--- src/rtl/counter_ctrl.sv ---
// counter_ctrl -- bounded up/down run counter with a small run-control FSM.
//
// A run is started from IDLE with start=1; the bounds and mode are latched at
// that edge and stay fixed until the next accepted start. The count then
// walks between lo and hi according to the latched mode:
//   00 wrap-up, 01 wrap-down, 10 bounce, 11 one-shot up.
// stop aborts a run (done pulse), pause freezes it, and an inverted bound
// pair (lo > hi) rejects the start with an err pulse.
//
// Ports:
//   clk, rst           clock (rising edge), async active-high reset
//   start/stop/pause   run control levels, sampled every edge
//   cfg_lo/cfg_hi      N-bit unsigned bounds, cfg_mode 2-bit mode
//   count, dir         registered count and direction (1 = up)
//   busy               state is UP or DOWN
//   done, err          single-cycle pulses (run end / rejected start)
//   laps               wraps/turnarounds in the current run, saturating at 255
module counter_ctrl #(
  parameter int N = 4
) (
  input  logic         clk,
  input  logic         rst,
  input  logic         start,
  input  logic         stop,
  input  logic         pause,
  input  logic [N-1:0] cfg_lo,
  input  logic [N-1:0] cfg_hi,
  input  logic [1:0]   cfg_mode,
  output logic [N-1:0] count,
  output logic         dir,
  output logic         busy,
  output logic         done,
  output logic         err,
  output logic [7:0]   laps
);

  typedef enum logic [1:0] {IDLE, UP, DOWN} state_e;

  localparam logic [1:0] M_WRAP_UP = 2'b00;
  localparam logic [1:0] M_WRAP_DN = 2'b01;
  localparam logic [1:0] M_BOUNCE  = 2'b10;
  localparam logic [1:0] M_ONESHOT = 2'b11;

  localparam logic [N-1:0] ONE = {{(N-1){1'b0}}, 1'b1};

  state_e       state_q, state_d;
  logic [N-1:0] count_q, count_d;
  logic         dir_q, dir_d;
  logic [7:0]   laps_q, laps_d;
  logic [N-1:0] lo_q, lo_d;
  logic [N-1:0] hi_q, hi_d;
  logic [1:0]   mode_q, mode_d;
  logic         done_q, done_d;
  logic         err_q, err_d;
  logic [7:0]   laps_inc;

  // Saturating lap increment.
  assign laps_inc = (laps_q == 8'hFF) ? laps_q : laps_q + 8'd1;

  always_comb begin
    state_d = state_q;
    count_d = count_q;
    dir_d   = dir_q;
    laps_d  = laps_q;
    lo_d    = lo_q;
    hi_d    = hi_q;
    mode_d  = mode_q;
    done_d  = 1'b0;
    err_d   = 1'b0;

    case (state_q)
      IDLE: begin
        if (start) begin
          if (cfg_lo <= cfg_hi) begin
            lo_d   = cfg_lo;
            hi_d   = cfg_hi;
            mode_d = cfg_mode;
            laps_d = 8'd0;
            if (cfg_mode == M_WRAP_DN) begin
              state_d = DOWN;
              count_d = cfg_hi;
              dir_d   = 1'b0;
            end else begin
              state_d = UP;
              count_d = cfg_lo;
              dir_d   = 1'b1;
            end
          end else begin
            err_d = 1'b1;
          end
        end
      end

      UP: begin
        if (stop) begin
          state_d = IDLE;
          done_d  = 1'b1;
        end else if (!pause) begin
          if (count_q < hi_q) begin
            count_d = count_q + ONE;
          end else begin
            case (mode_q)
              M_BOUNCE: begin
                state_d = DOWN;
                dir_d   = 1'b0;
                // lo == hi means there is no room to step back: hold.
                count_d = (lo_q == hi_q) ? hi_q : hi_q - ONE;
                laps_d  = laps_inc;
              end
              M_ONESHOT: begin
                state_d = IDLE;
                done_d  = 1'b1;
              end
              default: begin
                count_d = lo_q;
                laps_d  = laps_inc;
              end
            endcase
          end
        end
      end

      DOWN: begin
        if (stop) begin
          state_d = IDLE;
          done_d  = 1'b1;
        end else if (!pause) begin
          if (count_q > lo_q) begin
            count_d = count_q - ONE;
          end else if (mode_q == M_BOUNCE) begin
            state_d = UP;
            dir_d   = 1'b1;
            count_d = (lo_q == hi_q) ? lo_q : lo_q + ONE;
            laps_d  = laps_inc;
          end else begin
            count_d = hi_q;
            laps_d  = laps_inc;
          end
        end
      end

      default: state_d = IDLE;
    endcase
  end

  always_ff @(posedge clk or posedge rst) begin
    if (rst) begin
      state_q <= IDLE;
      count_q <= '0;
      dir_q   <= 1'b1;
      laps_q  <= 8'd0;
      lo_q    <= '0;
      hi_q    <= '0;
      mode_q  <= 2'b00;
      done_q  <= 1'b0;
      err_q   <= 1'b0;
    end else begin
      state_q <= state_d;
      count_q <= count_d;
      dir_q   <= dir_d;
      laps_q  <= laps_d;
      lo_q    <= lo_d;
      hi_q    <= hi_d;
      mode_q  <= mode_d;
      done_q  <= done_d;
      err_q   <= err_d;
    end
  end

  assign count = count_q;
  assign dir   = dir_q;
  assign busy  = (state_q != IDLE);
  assign done  = done_q;
  assign err   = err_q;
  assign laps  = laps_q;

endmodule

--- config.mk ---
export PLATFORM = sky130hd
export DESIGN_NAME = counter_ctrl
export DESIGN_NICKNAME = d
export VERILOG_FILES = /design/src/rtl/counter_ctrl.sv
export SDC_FILE = /design/constraint.sdc
export NUM_CORES = 1
export LEC_CHECK = 0
export ABC_AREA = 1
export CAP_MARGIN = 20
export CORE_UTILIZATION = 45
export DETAILED_ROUTE_END_ITERATION = 10
export GPL_TIMING_DRIVEN = 1
export PLACE_DENSITY = 0.82
export SYNTH_ARGS = -nofsm -noshare
export SYNTH_HDL_FRONTEND = slang
export SYNTH_SLANG_ARGS = --single-unit
--- constraint.sdc ---
create_clock -name clk -period 1.8 [get_ports clk]
set_input_delay 0.18 -clock clk [delete_from_list [all_inputs] [get_ports clk]]
set_output_delay 0.18 -clock clk [all_outputs]
set_load 0.01 [all_outputs]
# [Word level (Yosys, flattened, before mapping)]
# Cells that the tools add are included.
[word_totals] elab_cells=108 input_bits=15 reg_bits=27 out_inout_bits=16
[op_classes] add_sub_neg=5 n_reduce_logical=8 magnitude_cmp=3 eq_ne=25 n_mux=58
[ops] cell="two-way mux 8 bit" n=10
[ops] cell="two-way mux 4 bit" n=12
[ops] cell="case mux 8 bit (3 select lines)" n=1
[ops] cell="!= test 2 bit, second input constant" n=11
[ops] cell="two-way mux 2 bit" n=10
[ops] cell="two-way mux 1 bit" n=19
[ops] cell="!= test 3 bit, second input constant" n=6
[ops] cell="AND reduction 8 bit" n=2
[ops] cell="case mux 4 bit (3 select lines)" n=1
[ops] cell="AND reduction 11 bit" n=1
[ops] cell="AND reduction 10 bit" n=1
[ops] cell="adder 4 x 1 -> 4 bit, second input constant" n=2
[ops] cell="adder 8 x 1 -> 8 bit, second input constant" n=1
[ops] cell="equality test 8 bit, second input constant" n=1
[ops] cell="case mux 4 bit (2 select lines)" n=1
[ops] cell="subtractor 4 x 1 -> 4 bit, second input constant" n=2
[ops] cell="equality test 2 bit, second input constant" n=3
[ops] cell="case mux 2 bit (3 select lines)" n=1
[ops] cell="equality test 2 x 1 -> 1 bit, second input constant" n=2
[ops] cell="equality test 4 bit" n=1
[ops] cell="greater-than comparator 4 bit" n=1
[ops] cell="<= comparator 4 bit" n=1
[ops] cell="less-than comparator 4 bit" n=1
[ops] cell="!= test 4 bit, second input constant" n=1
[ops] cell="7 further kinds" n=7

# [Logic depth before layout (Yosys ltp)]
# Gate-level depths: netlist of run 1.
[logic_depth] depth_word=7 ltp_mapped=16 depth_no_buf=16

# [Least setup slack after synthesis of run 1]
# Ideal clock, no wire load.
[synth_timing] kind="register to register" from="register count_q[2], in the netlist count[2]" to="register laps_q[4], in the netlist laps[4]" arrival_ps=1629 t_required_ps=1682 path_buffers=1 period_less_slack_ps=1747 stages_incl_launch_ff=13 setup_time_ps=118 path_slack_ps=53 cell_sequence="dfrtp_1 -> ha_1 -> nand2_1 -> inv_1 -> nand2_1 -> nand2_1 -> nand3_1 -> nand2_2 -> nor2_2 -> nand2_4 -> buf_8 -> nand2_2 -> o21ai_2"
[synth_between] elab_chain_cells=3 elab_cells_between_ends=5 cone_classes="order compare: 2; eq/ne: 2; reduce/logical: 1"
[synth_rtl] item="start, declared" line_no="47" rtl="logic [N-1:0] count_q, count_d;"
[synth_rtl] item="start signal, assigned" line_no="159" rtl="count_q <= count_d;"
[synth_rtl] item="greater-than comparator 4 bit / less-than comparator 4 bit (equally long branches)" line_no="128, 99"
[synth_rtl] item="!= test 2 bit (no source line)"
[synth_rtl] item="AND reduction 10 bit (no source line) *"
[synth_rtl] item="end signal, assigned" line_no="161" rtl="laps_q <= laps_d;"
[synth_rtl] item="end, declared" line_no="49" rtl="logic [7:0] laps_q, laps_d;"
# Mark *: on every way between the ends. The rest lies on a longest branch, timed or not.
# A chain may end at the register's enable or synchronous reset.

# [Final worst setup path of run 1]
[layout_timing] from="register lo_q[3]" to="register count_q[1], in the netlist count[1]"
[layout_between] elab_chain_cells=7 elab_cells_between_ends=13 cone_classes="order compare: 1; eq/ne: 1; mux: 11"
[layout_rtl] item="start, declared" line_no="50" rtl="logic [N-1:0] lo_q, lo_d;"
[layout_rtl] item="start signal, assigned" line_no="162" rtl="lo_q <= lo_d;"
[layout_rtl] item="equality test 4 bit" line_no="107, 133"
[layout_rtl] item="two-way mux 4 bit (on tied branches)" line_no="107, 133"
[layout_rtl] item="case mux 4 bit (2 select lines) / two-way mux 4 bit (equally long branches)" line_no="102, 130"
[layout_rtl] item="two-way mux 4 bit (on tied branches)" line_no="99, 128"
[layout_rtl] item="two-way mux 4 bit (on tied branches)" line_no="98, 127"
[layout_rtl] item="two-way mux 4 bit (on tied branches)" line_no="95, 124"
[layout_rtl] item="case mux 4 bit (3 select lines) *" line_no="71" rtl="case (state_q)"
# Mark *: on every way between the ends. The rest lies on a longest branch, timed or not. The select of a mux whose other input is x is not followed.

==> qor.yml, run 1 <==
worst_setup_path:
  crit-reg2reg-launch: "lo_q[3]$_DFFE_PP0P_"
  worstRegToRegCells: 12
  start_kind: "flip-flop"
  rr_endpoint: "count[1]$_DFFE_PP0P_"
  cp_max_fo: 8
  critPathRequiredTime_ns: 1.97
  end_kind: "flip-flop"
  crit_arrival_ns: 1.93
  worstSetupPathType: "reg -> reg"
  ff2ff_setup_slack_ns: 0.04
cts:
  h-tree-depth: 1
  insertion_delay_ns: 0.27
  cts_tree: "built"
  path_clk_slew_ns: 0.09
  clockBufferDepth: 2
  cts_made_buffers: 3
  clock-sinks: 27
  cts_root_buf: "clkbuf_8"
detailed_routing:
  wl_per_cell_um: 13.9
  wirelength_mm: 6.72
  drt_pre_antenna_iters: 8
  ant_nets: 0
  vias: 2587
  viasPerCell: 5.36
  drtIter0Drc: 207
  drc_errors: 0
grt:
  grt_pass1_vias: 2264
  antenna_found_initial: 0
  track_usage_pct: 23.2
  grt_remaining_overflow: 0
  grt_max_degree: 28
  grt_pass1_wl_mm: 10.0
timing:
  whs_ns: 0.263
  min_period_ns: 1.76
  finalSetupViolCount: 0
  finClkSkew_ns: 0.00230
  final_hold_viol_count: 0
  fin_crit_sh_pct: 98.0
  setup_ws_ns: 0.0355
  slew_headroom_pct: 74.8
  grt_setup_unrepaired: "yes"
  fmax_mhz: 567
  worst_pin_slew_ns: 0.378
  slew_viol_final: 0
logic_synthesis:
  netlist_instances: 345
  synth_fp_nets: 380
  synthTopCellsByArea: "dfrtp_1 (27%), nand2_1 (14%), ha_1 (10%)"
  seq_area_frac_synth_pct: 28.0
  synth_area_mm2: 0.00241
  synthAdderAreaFrac_pct: 10.4
  synth_top_family_by_area: "simple AND/OR/NAND/NOR gates"
  yosys.area.top_type: "dfrtp_1"
  yosys_warnings: 0
  synth_seq_cells: 27
  synth_top_area_share_pct: 27.0
  synth_area_per_cell_um2: 7.00
  synth.distinct_cells: 36
  synth_simple_gate_area_share_pct: 35.8
  synth.area.mux_share_pct: 0
  synth-compound-area-share_pct: 12.4
  post_synth_xor_area_fraction_pct: 3.99
final_layout:
  drive_gt1_share_pct: 32.0
  syn2layout_area_growth_pct: 39.6
  nets: 449
  antenna_cells: 0
die:
  initial_core_util_pct: 47.0
  die_h_um: 75.2
  design.core.area_mm2: 0.00514
  io_pins: 31
  fp.dieArea_mm2: 0.00566
  row_count: 26
  die_w_um: 75.2
pwr:
  powerDensity_mw_per_mm2: 1850
  p_leak_nw: 1.62
  vdd_drop_max_v: 0.00125
  total_power_w: 0.00622
placement:
  post-dp-hpwl_mm: 4.59
  globalplace.congestion: 0.911
  port_buffers: 30
  pre_cts_slack_ns: -0.334
flow_run:
  drv_cap: 0
status:
  status: "finished clean"
min_path:
  hold_path_class: "in -> async"
[sequential cells by signal, summed over array words and instances (netlist names), 2 cells and up]
name,flops
laps,8
count,4
hi_q,4
lo_q,4
mode_q,2
state_q,2
[metal layers]
metal  vias to the layer above  share of wire [%]  wire length [µm]  track usage [%]
met4                         0                3.0               202             6.79
met5                         -                  0                 0                0
met3                        27                5.4               363             1.61
li1                       1257                  -                 -                -
met1                      1191                 42              2830             30.6
met2                       112                 50              3330             40.9
[cell families after synthesis]
| kind of cell | Yosys count |
|---|---|
| and+or+nand+nor | 185 |
| AOI/OAI and AO/OA | 47 |
| buffers and inverters | 55 |
| xor gates and xnor gates | 11 |
| adders and majority gates | 20 |
| DFF | 27 |
[cell usage in the layout, fill, tap and decap left out, types with 3 or more instances in the layout]
cell type / Yosys / routed
nand2_2: 7 / 14
o21ai_2: 11 / 12
nor2_1: 28 / 27
xnor2_1: 4 / 4
buf_4: 2 / 36
xor2_1: 7 / 7
nand2_4: 4 / 7
dfrtp_1: 26 / 23
clkbuf_8: 0 / 3
nor2_4: 3 / 6
clkdlybuf4s50_1: 0 / 29
ha_1: 20 / 12
ha_4: 0 / 8
inv_1: 38 / 32
nand3b_1: 3 / 3
a21oi_1: 9 / 6
nand2_1: 93 / 84
o21ai_0: 17 / 15
dfrtp_2: 0 / 3
inv_2: 10 / 16
nand3_1: 27 / 22
nand4_1: 5 / 5
nor3_2: 0 / 4
o21ai_1: 2 / 3
nand3_2: 1 / 5
a211oi_1: 4 / 3
[what timing repair did]
action,in CTS,in global routing
setup buffers,0,9
pin swaps,1,14
cloned,1,1
endpoints found under the setup margin,9,26
resized for setup,6,55
hold buffers,0,0
[layout make-up]
type / instances / area (µm²)
clock inverters: 1 / 5.00
well taps: 70 / 87.6
multi-input cells: 264 / 1770
fillers: 435 / 1770
repair buffers: 69 / 599
clock buffers: 3 / 41.3
flip-flops and latches: 27 / 681
inverters: 49 / 185
[worst max-delay path by stage]
stage | end | slack [ns] | start
3_5_place_dp | laps[5]$_DFFE_PP0P_ | -0.33 | cfg_hi[3]
5_1_grt | count[1]$_DFFE_PP0P_ | -0.09 | lo_q[3]$_DFFE_PP0P_
4_1_cts | state_q[0]$_DFFE_PP0P_ | 0.009 | count[1]$_DFFE_PP0P_
3_3_place_gp | laps[2]$_DFFE_PP0P_ | -0.28 | cfg_hi[3]
2_1_floorplan | laps[4]$_DFFE_PP0P_ | 0.05 | count[2]$_DFFE_PP0P_
6_report | count[1]$_DFFE_PP0P_ | 0.04 | lo_q[3]$_DFFE_PP0P_
[cell usage after synthesis]
cell / instances
nand3_1: 27
xnor2_1: 4
nand3_2: 1
xor2_1: 7
dfrtp_1: 26
buf_8: 1
o22ai_1: 1
ha_1: 20
o21ai_0: 17
nand3b_1: 3
a21oi_1: 9
nor3_1: 7
clkinv_2: 1
nand4_1: 5
inv_2: 10
or2_2: 2
a21oi_2: 1
nor2_1: 28
or2_0: 1
nand2_4: 4
clkbuf_1: 2
o21ai_1: 2
nand4_2: 1
a211oi_1: 4
dfstp_2: 1
a31o_2: 1
nand2_1: 93
nor2_4: 3
inv_1: 38
buf_4: 2
a311oi_1: 1
nand2_2: 7
buf_2: 1
or2_4: 1
o21ai_2: 11
nor2_2: 2
[worst max-delay path, cell delays in order (launching register included)]
cell and delay, ns:
dfrtp_1 0.39, buf_4 0.13, buf_4 0.14, nand2_1 0.07, nand2_2 0.06, nor2_4 0.18
nand2_4 0.11, nand2_1 0.08, nand3_1 0.07, nand2_1 0.11, nand4_1 0.14, nand2_1 0.11
nand2_1 0.05
[metrics by stage]
stage	util, %	instance area (µm²)	TNS (ns)	instances
after global placement	57.9	2980	-3.68	468
final	65.5	3370	0	483
after CTS	59.3	3050	0	473
after global routing	65.5	3370	-0.383	483
after floorplan	-	2410	0	345
after detailed placement	57.9	2980	-5.04	468
[power by group]
group / switching (W) / internal [W] / total [W]
clock network: 0.000184 / 0.000155 / 0.000339
logic: 0.00283 / 0.00199 / 0.00482
registers: 0.000226 / 0.000837 / 0.00106
No activity file was read; power rests on OpenSTA's default activity.
==> inputs of run 2 (changes only) <==
--- a/config.mk
+++ b/config.mk
@@ -7,6 +7,7 @@
 export LEC_CHECK = 0
 export ABC_AREA = 1
 export CAP_MARGIN = 20
+export CORE_MARGIN = 2
 export CORE_UTILIZATION = 45
 export DETAILED_ROUTE_END_ITERATION = 10
 export GPL_TIMING_DRIVEN = 1
==> constraint.sdc (replaced) <==
create_clock -name clk -period 1.8 [get_ports clk]
set_input_delay 0.18 -clock clk [delete_from_list [all_inputs] [get_ports clk]]
set_output_delay 0.18 -clock clk [all_outputs]
set_load 0.02 [all_outputs]
==> qor.yml, run 2 (synthesis gave the netlist of run 1 again) <==
status:
  status: "finished clean"
die:
  initial_core_util_pct: 47.0  # unchanged
  fp.dieArea_mm2: 0.00597  # +5.4%
  die_w_um: 77.2  # +2.7%
  die_h_um: 77.2  # +2.7%
  io_pins: 31  # unchanged
  row_count: 26  # unchanged
  design.core.area_mm2: 0.00514  # unchanged
detailed_routing:
  drtIter0Drc: 142  # -31%
  viasPerCell: 5.13  # -4.1%
  wl_per_cell_um: 12.9  # -7.6%
  vias: 2444  # -5.5%
  drt_pre_antenna_iters: 4  # -4
  drc_errors: 0  # unchanged
  wirelength_mm: 6.12  # -9.0%
  ant_nets: 0  # unchanged
cts:
  insertion_delay_ns: 0.28  # about the same
  cts_tree: "built"
  cts_hold_buffers: 0  # unchanged
  clock-sinks: 27  # unchanged
  path_clk_slew_ns: 0.10  # about the same
  cts_root_buf: "clkbuf_8"
  cts_made_buffers: 3  # unchanged
  clockBufferDepth: 2  # unchanged
  h-tree-depth: 1  # unchanged
timing:
  worst_pin_slew_ns: 0.377  # -0.000827 ns
  finClkSkew_ns: 0.00495  # +0.00265 ns
  fmax_mhz: 582  # +2.7%
  finalSetupViolCount: 0  # unchanged
  slew_viol_final: 0  # unchanged
  slew_headroom_pct: 74.7  # about the same
  min_period_ns: 1.72  # -0.0463 ns
  fin_setup_tns_ns: 0  # unchanged
  whs_ns: 0.263  # -0.000884 ns
  grt_setup_unrepaired: "yes"
  final_hold_viol_count: 0  # unchanged
  fin_crit_sh_pct: 95.5  # -2.6 points
placement:
  post-dp-hpwl_mm: 4.59  # -0.13%
  globalplace.congestion: 0.909  # -0.24%
  port_buffers: 30  # unchanged
final_layout:
  syn2layout_area_growth_pct: 34.7
  drive_gt1_share_pct: 30.3  # -1.7 points
  final_core_util_pct: 63.3  # -2.3 points
  mostFrequentLayoutCells: "nand2_1 (81), inv_1 (32), buf_4 (32)"
  nets: 442  # -1.6%
  layout_commonest_cell: "nand2_1"
  num-fill-cells: 474  # +9.0%
  largest_reg_flops: 8  # unchanged
  antenna_cells: 0  # unchanged
worst_setup_path:
  crit_top_cell: "nand2_2"
  rr_endpoint: "state_q[1]$_DFFE_PP0P_"
  crit_slowest_cell: "dfrtp_2"
  crit-reg2reg-launch: "count[3]$_DFFE_PP0P_"
  worstSetupPathType: "reg -> reg"
  critPathRequiredTime_ns: 1.96  # about the same
  cp_max_fo: 4  # -4
  worstRegToRegCells: 10  # -2
  crit_arrival_ns: 1.88  # -0.05 ns
  crit_chain: "ha_4, nand2_2, inv_2, nand3_4, nand2_4, nand2_2, nand3_2, nand4_1, nand2_1, o21ai_1"
  end_kind: "flip-flop"
  start_kind: "flip-flop"
  startpoint: "count[3]$_DFFE_PP0P_"
  ff2ff_setup_slack_ns: 0.08  # +0.05 ns
  critPathMaxStageDelay_ns: 0.47  # +0.08 ns
grt:
  grt_pass1_vias: 2299  # +1.5%
  grt_pass1_wl_mm: 10.0  # +0.21%
  grt_max_degree: 28  # unchanged
  track_usage_pct: 20.5  # -2.7 points
  grt_remaining_overflow: 0  # unchanged
  antenna_found_initial: 0  # unchanged
pwr:
  powerDensity_mw_per_mm2: 1840  # -0.52%
  vdd_drop_max_v: 0.00118  # -5.5%
  p_leak_nw: 1.56  # -3.4%
min_path:
  hold_path_class: "in -> async"
flow_run:
  drv_cap: 0  # unchanged
run 2: final cells by class:
type | count | area [µm²] | area share, %
Clock buffer | 3 | 41.3 | 1.27
Inverter | 49 | 186 | 5.73
Multi-Input combinational cell | 264 | 1710 | 52.6
Sequential cell | 27 | 682 | 21.0
Tap cell | 70 | 87.6 | 2.69
Timing Repair Buffer | 62 | 539 | 16.6
Clock inverter | 1 | 5.00 | 0.154
run 2: what timing repair did:
action / in CTS / in global routing
pin swaps: 2 / 15
gates resized for setup: 8 / 42
setup endpoints to repair: 11 / 19
buffers inserted: 1 / 2
hold endpoints to repair: 0 / 0
cloned: 1 / 0
run 2: worst max-delay path: cells and delay by family (launching register included):
kind	cells	cell delay [ns]
buf+inv	1	0.08
flops	1	0.47
fa+ha+maj	1	0.29
compound gates	1	0.07
simple gates	7	0.69
run 2: metrics by stage:
stage	total power, W	instance area, µm²	instances	worst slack [ns]
final	0.00598	3250	476	0.0818
after global routing	0.00653	3250	476	-0.0219
after CTS	0.00541	3060	474	0.0267
after detailed placement	0.00494	2980	468	-0.327
after global placement	0.00483	2980	468	-0.276
after floorplan	0.00382	2420	345	0.00223
run 2: metal layers:
layer | wire length [µm] | share of wire, % | track usage, %
met2 | 3070 | 50 | 36.2
met1 | 2750 | 45 | 26.5
met3 | 196 | 3.2 | 1.88
met4 | 96 | 1.6 | 5.89
met5 | 0 | 0 | 0
run 2: how the worst max path moves through the flow:
stage,cells after the start,slack [ns],endpoint
after global placement,11,-0.28,laps[2]$_DFFE_PP0P_
after detailed placement,11,-0.33,laps[5]$_DFFE_PP0P_
after CTS,11,0.03,laps[5]$_DFFE_PP0P_
final,10,0.08,state_q[1]$_DFFE_PP0P_
after floorplan,10,0.002,laps[3]$_DFFE_PP0P_
after global routing,10,-0.02,laps[0]$_DFFE_PP0P_
run 2: where the power goes:
part	switching, W	internal (W)	total, W
clock network	0.000197	0.000155	0.000352
registers	0.000213	0.000839	0.00105
logic	0.00273	0.00185	0.00457
==> inputs of run 3 (changes only) <==
--- a/config.mk
+++ b/config.mk
@@ -12,6 +12,7 @@
 export DETAILED_ROUTE_END_ITERATION = 10
 export GPL_TIMING_DRIVEN = 1
 export PLACE_DENSITY = 0.82
+export SKIP_CTS_REPAIR_TIMING = 1
 export SYNTH_ARGS = -nofsm -noshare
 export SYNTH_HDL_FRONTEND = slang
 export SYNTH_SLANG_ARGS = --single-unit
==> qor.yml, run 3 (synthesis gave the netlist of run 1 again) <==
die:
  fp.dieArea_mm2: 0.00597  # unchanged
  initial_core_util_pct: 47.0  # unchanged
  die_h_um: 77.2  # unchanged
  io_pins: 31  # unchanged
  design.core.area_mm2: 0.00514  # unchanged
  row_count: 26  # unchanged
  die_w_um: 77.2  # unchanged
timing:
  finClkSkew_ns: 0.00505  # +0.0000922 ns
  fmax_mhz: 573  # -1.6%
  min_period_ns: 1.75  # +0.0273 ns
  worst_pin_slew_ns: 0.383  # +0.00638 ns
  grt_setup_unrepaired: "yes"
  finalSetupViolCount: 0  # unchanged
  slew_viol_final: 0  # unchanged
  final_hold_viol_count: 0  # unchanged
  fin_crit_sh_pct: 97.0  # +1.5 points
  slew_headroom_pct: 74.3  # -0.43 points
grt:
  grt_pass1_vias: 2253  # -2.0%
  antenna_found_initial: 0  # unchanged
  track_usage_pct: 20.2  # -0.30 points
  grt_remaining_overflow: 0  # unchanged
  grt_pass1_wl_mm: 9.88  # -1.7%
  grt_max_degree: 28  # unchanged
detailed_routing:
  drt_pre_antenna_iters: 4  # unchanged
  viasPerCell: 5.09  # -0.86%
  drc_errors: 0  # unchanged
  wl_per_cell_um: 12.9  # +0.24%
  wirelength_mm: 6.12  # about the same
  ant_nets: 0  # unchanged
  drtIter0Drc: 141  # -0.70%
  vias: 2418  # -1.1%
final_layout:
  drive_gt1_share_pct: 30.1  # -0.17 points
  num-fill-cells: 473  # -0.21%
  syn2layout_area_growth_pct: 35.1
  nets: 441  # -0.23%
  final_core_util_pct: 63.4  # +0.17 points
  largest_reg_flops: 8  # unchanged
  mostFrequentLayoutCells: "nand2_1 (81), inv_1 (32), buf_4 (31)"
  layout_commonest_cell: "nand2_1"
  antenna_cells: 0  # unchanged
worst_setup_path:
  worstRegToRegCells: 10  # unchanged
  startpoint: "cfg_hi[2]"
  critPathRequiredTime_ns: 1.97  # about the same
  crit_slowest_cell: "clkdlybuf4s50_1"
  cp_max_fo: 8  # +4
  end_kind: "flip-flop"
  worstSetupPathType: "in -> reg"
  crit-reg2reg-launch: "count[3]$_DFFE_PP0P_"
  ff2ff_setup_slack_ns: 0.08  # about the same
  start_kind: "input port"
  crit_top_cell: "nand3_2"
  crit_arrival_ns: 1.91  # +0.03 ns
  rr_endpoint: "state_q[1]$_DFFE_PP0P_"
  crit_chain: "clkdlybuf4s50_1, inv_1, ha_1, nand2_1, o21ai_1, nand3_2, nand3_2, nor2_4, nand2_4, nand2_2, o21ai_2"
  critPathMaxStageDelay_ns: 0.51  # +0.04 ns
status:
  status: "finished clean"
pwr:
  total_power_w: 0.00602  # +0.72%
  power_frac_comb_pct: 76.8  # +0.3 points
  vdd_drop_max_v: 0.00113  # -4.1%
  power.switching_w: 0.00315  # +0.54%
  seq_power_share_pct: 17.5  # about the same
  p_leak_nw: 1.57  # +0.55%
  internal_power_w: 0.00287  # +0.92%
  power.share.clock_pct: 5.7  # -0.2 points
  switching_share_pct: 52.4  # -0.095 points
  powerDensity_mw_per_mm2: 1850  # +0.45%
cts:
  insertion_delay_ns: 0.27  # about the same
  path_clk_slew_ns: 0.09  # about the same
  h-tree-depth: 1  # unchanged
  cts_root_buf: "clkbuf_8"
  clockBufferDepth: 2  # unchanged
  clock-sinks: 27  # unchanged
  cts_tree: "built"
  cts_made_buffers: 3  # unchanged
flow_run:
  drv_cap: 0  # unchanged
min_path:
  hold_path_class: "in -> async"
placement:
  post-dp-hpwl_mm: 4.59  # unchanged
  port_buffers: 30  # unchanged
  globalplace.congestion: 0.909  # unchanged
run 3: worst max-delay path, delay by kind of cell:
family                   cells  cell delay [ns]
AND/OR/NAND/NOR              6             0.71
buffers and inverters        2             0.58
adder cells (fa/ha/maj)      1             0.30
AO/OA/AOI/OAI                2             0.14
run 3: per-layer routing:
layer	track usage (%)	wire (µm)	vias up
met3	1.76	221	7
met2	35.6	3100	47
met4	5.54	86	0
met5	0	0	-
li1	-	-	1238
met1	26.3	2710	1126
run 3: worst max-delay path by stage:
stage / to / slack (ns) / depth (start not counted)
after CTS: busy / -0.15 / 4
after global routing: laps[3]$_DFFE_PP0P_ / -0.07 / 11
after floorplan: laps[3]$_DFFE_PP0P_ / 0.002 / 10
after detailed placement: laps[5]$_DFFE_PP0P_ / -0.33 / 11
final: laps[3]$_DFFE_PP0P_ / 0.05 / 11
after global placement: laps[2]$_DFFE_PP0P_ / -0.28 / 11
run 3: through the flow:
| step | setup TNS (ns) | instance area (µm²) | setup WS (ns) | hold slack [ns] | instances |
|---|---|---|---|---|---|
| floorplan | 0 | 2420 | 0.00223 | 0.232 | 345 |
| global placement | -3.66 | 2980 | -0.276 | 0.488 | 468 |
| detailed placement | -4.77 | 2980 | -0.327 | 0.491 | 468 |
| CTS | -0.387 | 3030 | -0.146 | 0.280 | 472 |
| global route | -0.955 | 3260 | -0.0671 | 0.338 | 475 |
| finish | 0 | 3260 | 0.0545 | 0.267 | 475 |
run 3: area by class of cell:
type | instances | area (µm²) | area share (%)
Clock buffer | 3 | 41.3 | 1.27
Inverter | 49 | 186 | 5.72
Timing Repair Buffer | 61 | 536 | 16.4
Multi-Input combinational cell | 264 | 1720 | 52.8
Tap cell | 70 | 87.6 | 2.69
Sequential cell | 27 | 682 | 20.9
Clock inverter | 1 | 5.00 | 0.153
run 3: power by group through the flow:
stage | sequential [W] | clock (W) | combinational [W]
2_1_floorplan | 0.00118 | 0 | 0.00263
3_3_place_gp | 0.00102 | 0 | 0.00380
3_5_place_dp | 0.00103 | 0 | 0.00391
4_1_cts | 0.00102 | 0.000353 | 0.00393
5_1_grt | 0.00108 | 0.000377 | 0.00512
6_report | 0.00105 | 0.000346 | 0.00462
